### src/rtl/serial_frame_rx.sv
// Serial frame receiver: start bit, DATA_W data bits LSB first, optional even parity, stop bit.
// Good words are presented on a valid/ready output; dropped frames raise one-cycle error pulses.
module serial_frame_rx #(
  parameter int unsigned DATA_W    = 8,
  parameter bit          PARITY_EN = 1'b1
) (
  input  logic              clk,
  input  logic              rst,
  input  logic              si,
  output logic [DATA_W-1:0] out_data,
  output logic              out_valid,
  input  logic              out_ready,
  output logic              parity_err,
  output logic              frame_err,
  output logic              overrun
);

  localparam int unsigned CNT_W = (DATA_W > 1) ? $clog2(DATA_W) : 1;

  typedef enum logic [1:0] {IDLE, DATA, PAR, STOP} state_t;

  state_t              r_state;
  logic [CNT_W-1:0]    r_cnt;
  logic [DATA_W-1:0]   r_shadow;
  logic                r_par;
  logic [DATA_W-1:0]   r_data;
  logic                r_valid;
  logic                r_perr;
  logic                r_ferr;
  logic                r_ovr;

  state_t              w_state_nxt;
  logic [CNT_W-1:0]    w_cnt_nxt;
  logic [DATA_W-1:0]   w_shadow_nxt;
  logic                w_par_nxt;
  logic [DATA_W-1:0]   w_data_nxt;
  logic                w_valid_nxt;
  logic                w_perr_nxt;
  logic                w_ferr_nxt;
  logic                w_ovr_nxt;

  // State and output registers
  always_ff @(posedge clk or posedge rst) begin
    if (rst) begin
      r_state  <= IDLE;
      r_cnt    <= '0;
      r_shadow <= '0;
      r_par    <= 1'b0;
      r_data   <= '0;
      r_valid  <= 1'b0;
      r_perr   <= 1'b0;
      r_ferr   <= 1'b0;
      r_ovr    <= 1'b0;
    end else begin
      r_state  <= w_state_nxt;
      r_cnt    <= w_cnt_nxt;
      r_shadow <= w_shadow_nxt;
      r_par    <= w_par_nxt;
      r_data   <= w_data_nxt;
      r_valid  <= w_valid_nxt;
      r_perr   <= w_perr_nxt;
      r_ferr   <= w_ferr_nxt;
      r_ovr    <= w_ovr_nxt;
    end
  end

  // Next-state, deserialiser and frame resolution
  always_comb begin
    w_state_nxt  = r_state;
    w_cnt_nxt    = r_cnt;
    w_shadow_nxt = r_shadow;
    w_par_nxt    = r_par;
    w_data_nxt   = r_data;
    w_valid_nxt  = r_valid & ~out_ready;
    w_perr_nxt   = 1'b0;
    w_ferr_nxt   = 1'b0;
    w_ovr_nxt    = 1'b0;

    unique case (r_state)
      IDLE: begin
        if (!si) begin
          w_state_nxt = DATA;
          w_cnt_nxt   = '0;
          w_par_nxt   = 1'b0;
        end
      end
      DATA: begin
        // Shifting in from the MSB end leaves the first bit at the LSB after DATA_W bits
        w_shadow_nxt = {si, r_shadow[DATA_W-1:1]};
        w_par_nxt    = r_par ^ si;
        w_cnt_nxt    = r_cnt + CNT_W'(1);
        if (r_cnt == CNT_W'(DATA_W - 1)) begin
          w_state_nxt = PARITY_EN ? PAR : STOP;
        end
      end
      PAR: begin
        w_par_nxt   = r_par ^ si;
        w_state_nxt = STOP;
      end
      STOP: begin
        w_state_nxt = IDLE;
        if (!si) begin
          w_ferr_nxt = 1'b1;
        end else if (PARITY_EN && r_par) begin
          w_perr_nxt = 1'b1;
        end else if (r_valid && !out_ready) begin
          w_ovr_nxt = 1'b1;
        end else begin
          w_data_nxt  = r_shadow;
          w_valid_nxt = 1'b1;
        end
      end
      default: w_state_nxt = IDLE;
    endcase
  end

  assign out_data   = r_data;
  assign out_valid  = r_valid;
  assign parity_err = r_perr;
  assign frame_err  = r_ferr;
  assign overrun    = r_ovr;

endmodule

### config.mk
export PLATFORM = sky130hd
export DESIGN_NAME = serial_frame_rx
export DESIGN_NICKNAME = d
export VERILOG_FILES = /design/src/rtl/serial_frame_rx.sv
export SDC_FILE = /design/constraint.sdc
export NUM_CORES = 1
export LEC_CHECK = 0
export BUFFER_PORTS_ARGS = -buffer_cell sky130_fd_sc_hd__buf_2
export CAP_MARGIN = 30
export CORE_ASPECT_RATIO = 1.4
export CORE_MARGIN = 2
export CORE_UTILIZATION = 25
export DETAILED_ROUTE_END_ITERATION = 10
export SYNTH_ARGS = -nofsm -noshare
export SYNTH_HDL_FRONTEND = slang
export SYNTH_SLANG_ARGS = --single-unit
### constraint.sdc
create_clock -name clk -period 3.7 [get_ports clk]
set_input_delay 0.37 -clock clk [delete_from_list [all_inputs] [get_ports clk]]
set_output_delay 0.37 -clock clk [all_outputs]
set_load 0.01 [all_outputs]
==> summary.md <==
| Metric | Value |
|---|---|
| Vias post-DR | 611 |
| Fin util | 30.3% |
| Postcts setup bufs | 0 |
| Static Leak | roughly 0.68 nW |
| DIE AREA | 5200 µm² |
| Cts bufs inserted | 3 |
| RSZ-0062 raised after global routing | false |
| Crit-path cells | inv_1 -> ha_1 -> and2b_1 -> a21oi_2 -> mux2_2 |
| Final Max Slew Viols | 0 |
| ANT cells | 0 |
| Critical path arrival | between 1.5 and 2 ns |
| Final worst path period need | roughly 1.6 ns |
| Max Clk Rate | 0.606 GHz |
| R2R depth | 5 |
| Htree depth | 1 |
| CP Class | reg2reg |
| CP max stage delay | ~0.4 ns |
| Final Power | around 1.1 mW |
| Worst Hold Class | in2async |
| Placed Area | around 1300 µm² |
| Most common cell after layout, fill and taps aside | dfrtp_1 |
| Setup WS post-layout | 2.05 ns |
| Layout cells sized above 1 | 46.7% |
| CP Launch Type | flop |
| Count of final hold-check violations | 0 |
| Top post-synthesis cells by area | dfrtp_1 56%, mux2_4 10%, mux2_2 9.7% |
| Overflow after GRT | 0 |
| Post-DRT Antenna Nets | 0 |
| Hpwl dp | 1260 µm |
| Rel. slew slack | 75.5% |
| Longest Clk Path Bufs | 2 |
| CTS Sinks | 26 |
| Most frequent cells in the layout | 26 x dfrtp_1, 15 x buf_2, 10 x mux2_2 |
| Syn avg cell area | 15.6 µm² |
| Worst-path clk slew | 0.09 ns |
| Post-synth top area cell | dfrtp_1 |
| DR vias/cell | 3.97 |
| Share of the synthesized area in the top cell type | roughly 56% |
| Wirelength per Cell | 10.9 µm |
| Actual slew at the worst max-slew pin | 0.367 ns |
| Synth Cell Area | 1160 µm² |
| Mapped Nets | 86 |
| Buffers on Ports | 15 |
| Syn. warnings | 0 |
| Critical-path maximum fanout | 9 |
| CTS tree | yes |
| Post-CTS sizing | 0 |
| Fin crit share | between 40% and 50% |
| Max VDD drop | 0.193 mV |
| First-pass GRT wire length | slightly below 3000 µm |
| Pre-CTS WS | 2.04 ns |
| CP endpoint kind | flop |
| Filler instances | 469 |
| I/O pins | 16 |
| Setup violations, final | 0 |
| Hold-fix buffers, CTS | 0 |
| Die extent in y | 84.5 µm |
| Seq/Total Area, Yosys | between 50% and 60% |
| CORE AREA | 4500 µm² |
| DRT Wirelength | 1670 µm |
| Drt first pass iters | 3 |
| Initial antenna violation count | 0 |
| Non-Filler Instances | ~150 |
| Initial Util | 25.7% |
| # rows | 29 |
| Cell area after layout | 1370 µm² |
| Layout Skew | 0.00469 ns |
| Initial drt markers | 11 |
| Root buf cell | clkbuf_8 |
| Setup TNS | 0 ns |
| Gpl congestion | approximately 0.74 |
| FF+latch count, synth | 26 |
| Largest net degree at the start of global routing | 27 |
| Max cap viols | 0 |
| Remaining DRCs | 0 |
| Tot GR Track Use | 7.48% |
| Outcome | completed |
| Worst-Skew Late Latency | 0.27 ns |
| Die width | around 62 µm |
| Vias in the first global route | 663 |
| Post-synthesis cell type count | 20 |
| Placed cells | 149 |
| Data required, critical path | 3.86 ns |
| Layout area overhead | 17.9% |
| Layout Nets | between 100 and 150 |
| Post-Synthesis Cells | 74 |
| Slowest-stage cell, CP | dfrtp_1 |
| Power Dens Cells | around 830 nW/µm² |
| WHS | 0.0545 ns |
==> synth_stat cells, drive strengths merged <==
master / n
dfrtp: 26
mux2: 18
ha: 8
inv: 3
a22o: 2
and2: 2
and2b: 2
buf: 2
nand2: 2
o21ai: 2
a21oi: 1
a32o: 1
nand2b: 1
nand3b: 1
nor2: 1
nor2b: 1
o32a: 1
==> kinds of logic (layout without fill, tap and decap cells) <==
kind of cell / count (synthesis) / count (layout) / synth area share, %
DFF: 26 / 26 / 56.2
muxes: 18 / 18 / 20.1
and+or+nand+nor: 10 / 10 / 6.81
adders and majority gates: 8 / 8 / 8.65
AOI/OAI and AO/OA: 7 / 7 / 4.87
buffers and inverters: 5 / 23 / 3.35
==> worst paths after layout <==
kind / start / to / slack, ns
max: r_state[1]$_DFFE_PP0P_ / r_state[1]$_DFFE_PP0P_ / 2.05
min: rst / out_data[0]$_DFFE_PP0P_ / 0.05
max reg2reg: r_state[1]$_DFFE_PP0P_ / r_state[1]$_DFFE_PP0P_ / 2.05
min reg2reg: r_cnt[2]$_DFFE_PP0P_ / r_cnt[2]$_DFFE_PP0P_ / 0.51
max in group asynchronous: rst / r_cnt[1]$_DFFE_PP0P_ / 3.23
min in group clk: out_ready / overrun$_DFF_PP0_ / 0.36
==> worst max-delay path: cells and delay by family, from the launching register on <==
kind | cells | cell delay, ns
AO/OA/AOI/OAI | 1 | 0.14
multiplexers | 1 | 0.34
AND/OR/NAND/NOR | 1 | 0.24
buffers and inverters | 1 | 0.10
flip-flops | 1 | 0.40
adder cells (fa/ha/maj) | 1 | 0.32
==> sequential cells by signal (all words and copies together) (netlist names) <==
register and count:
r_state 2, out_valid 1, frame_err 1, r_par 1
parity_err 1, r_cnt 3, out_data 8, r_shadow 8
overrun 1
==> per-layer routing <==
layer,vias to the layer above,global-route usage (%),wire length (µm)
met4,0,4.06,35
met5,-,0,0
met1,303,8.37,677
met2,13,12.7,896
li1,291,-,-
met3,4,1.39,62
==> power by group <==
group	switching, mW	internal (mW)	total (mW)	leakage (nW)
Sequential	0.0820	0.413	0.495	0.324
Clock	0.0839	0.0950	0.179	0.0288
Combinational	0.186	0.270	0.456	0.322
Total	0.352	0.778	1.13	0.675
==> layout make-up <==
cell class	count	area, µm²	area share [%]
Inverter	3	11.3	0.825
Sequential cell	26	651	47.7
Clock buffer	4	55.1	4.03
Multi-Input combinational cell	43	468	34.3
Tap cell	62	77.6	5.68
Timing Repair Buffer	16	103	7.52
Power figures use the tool's default switching activity.
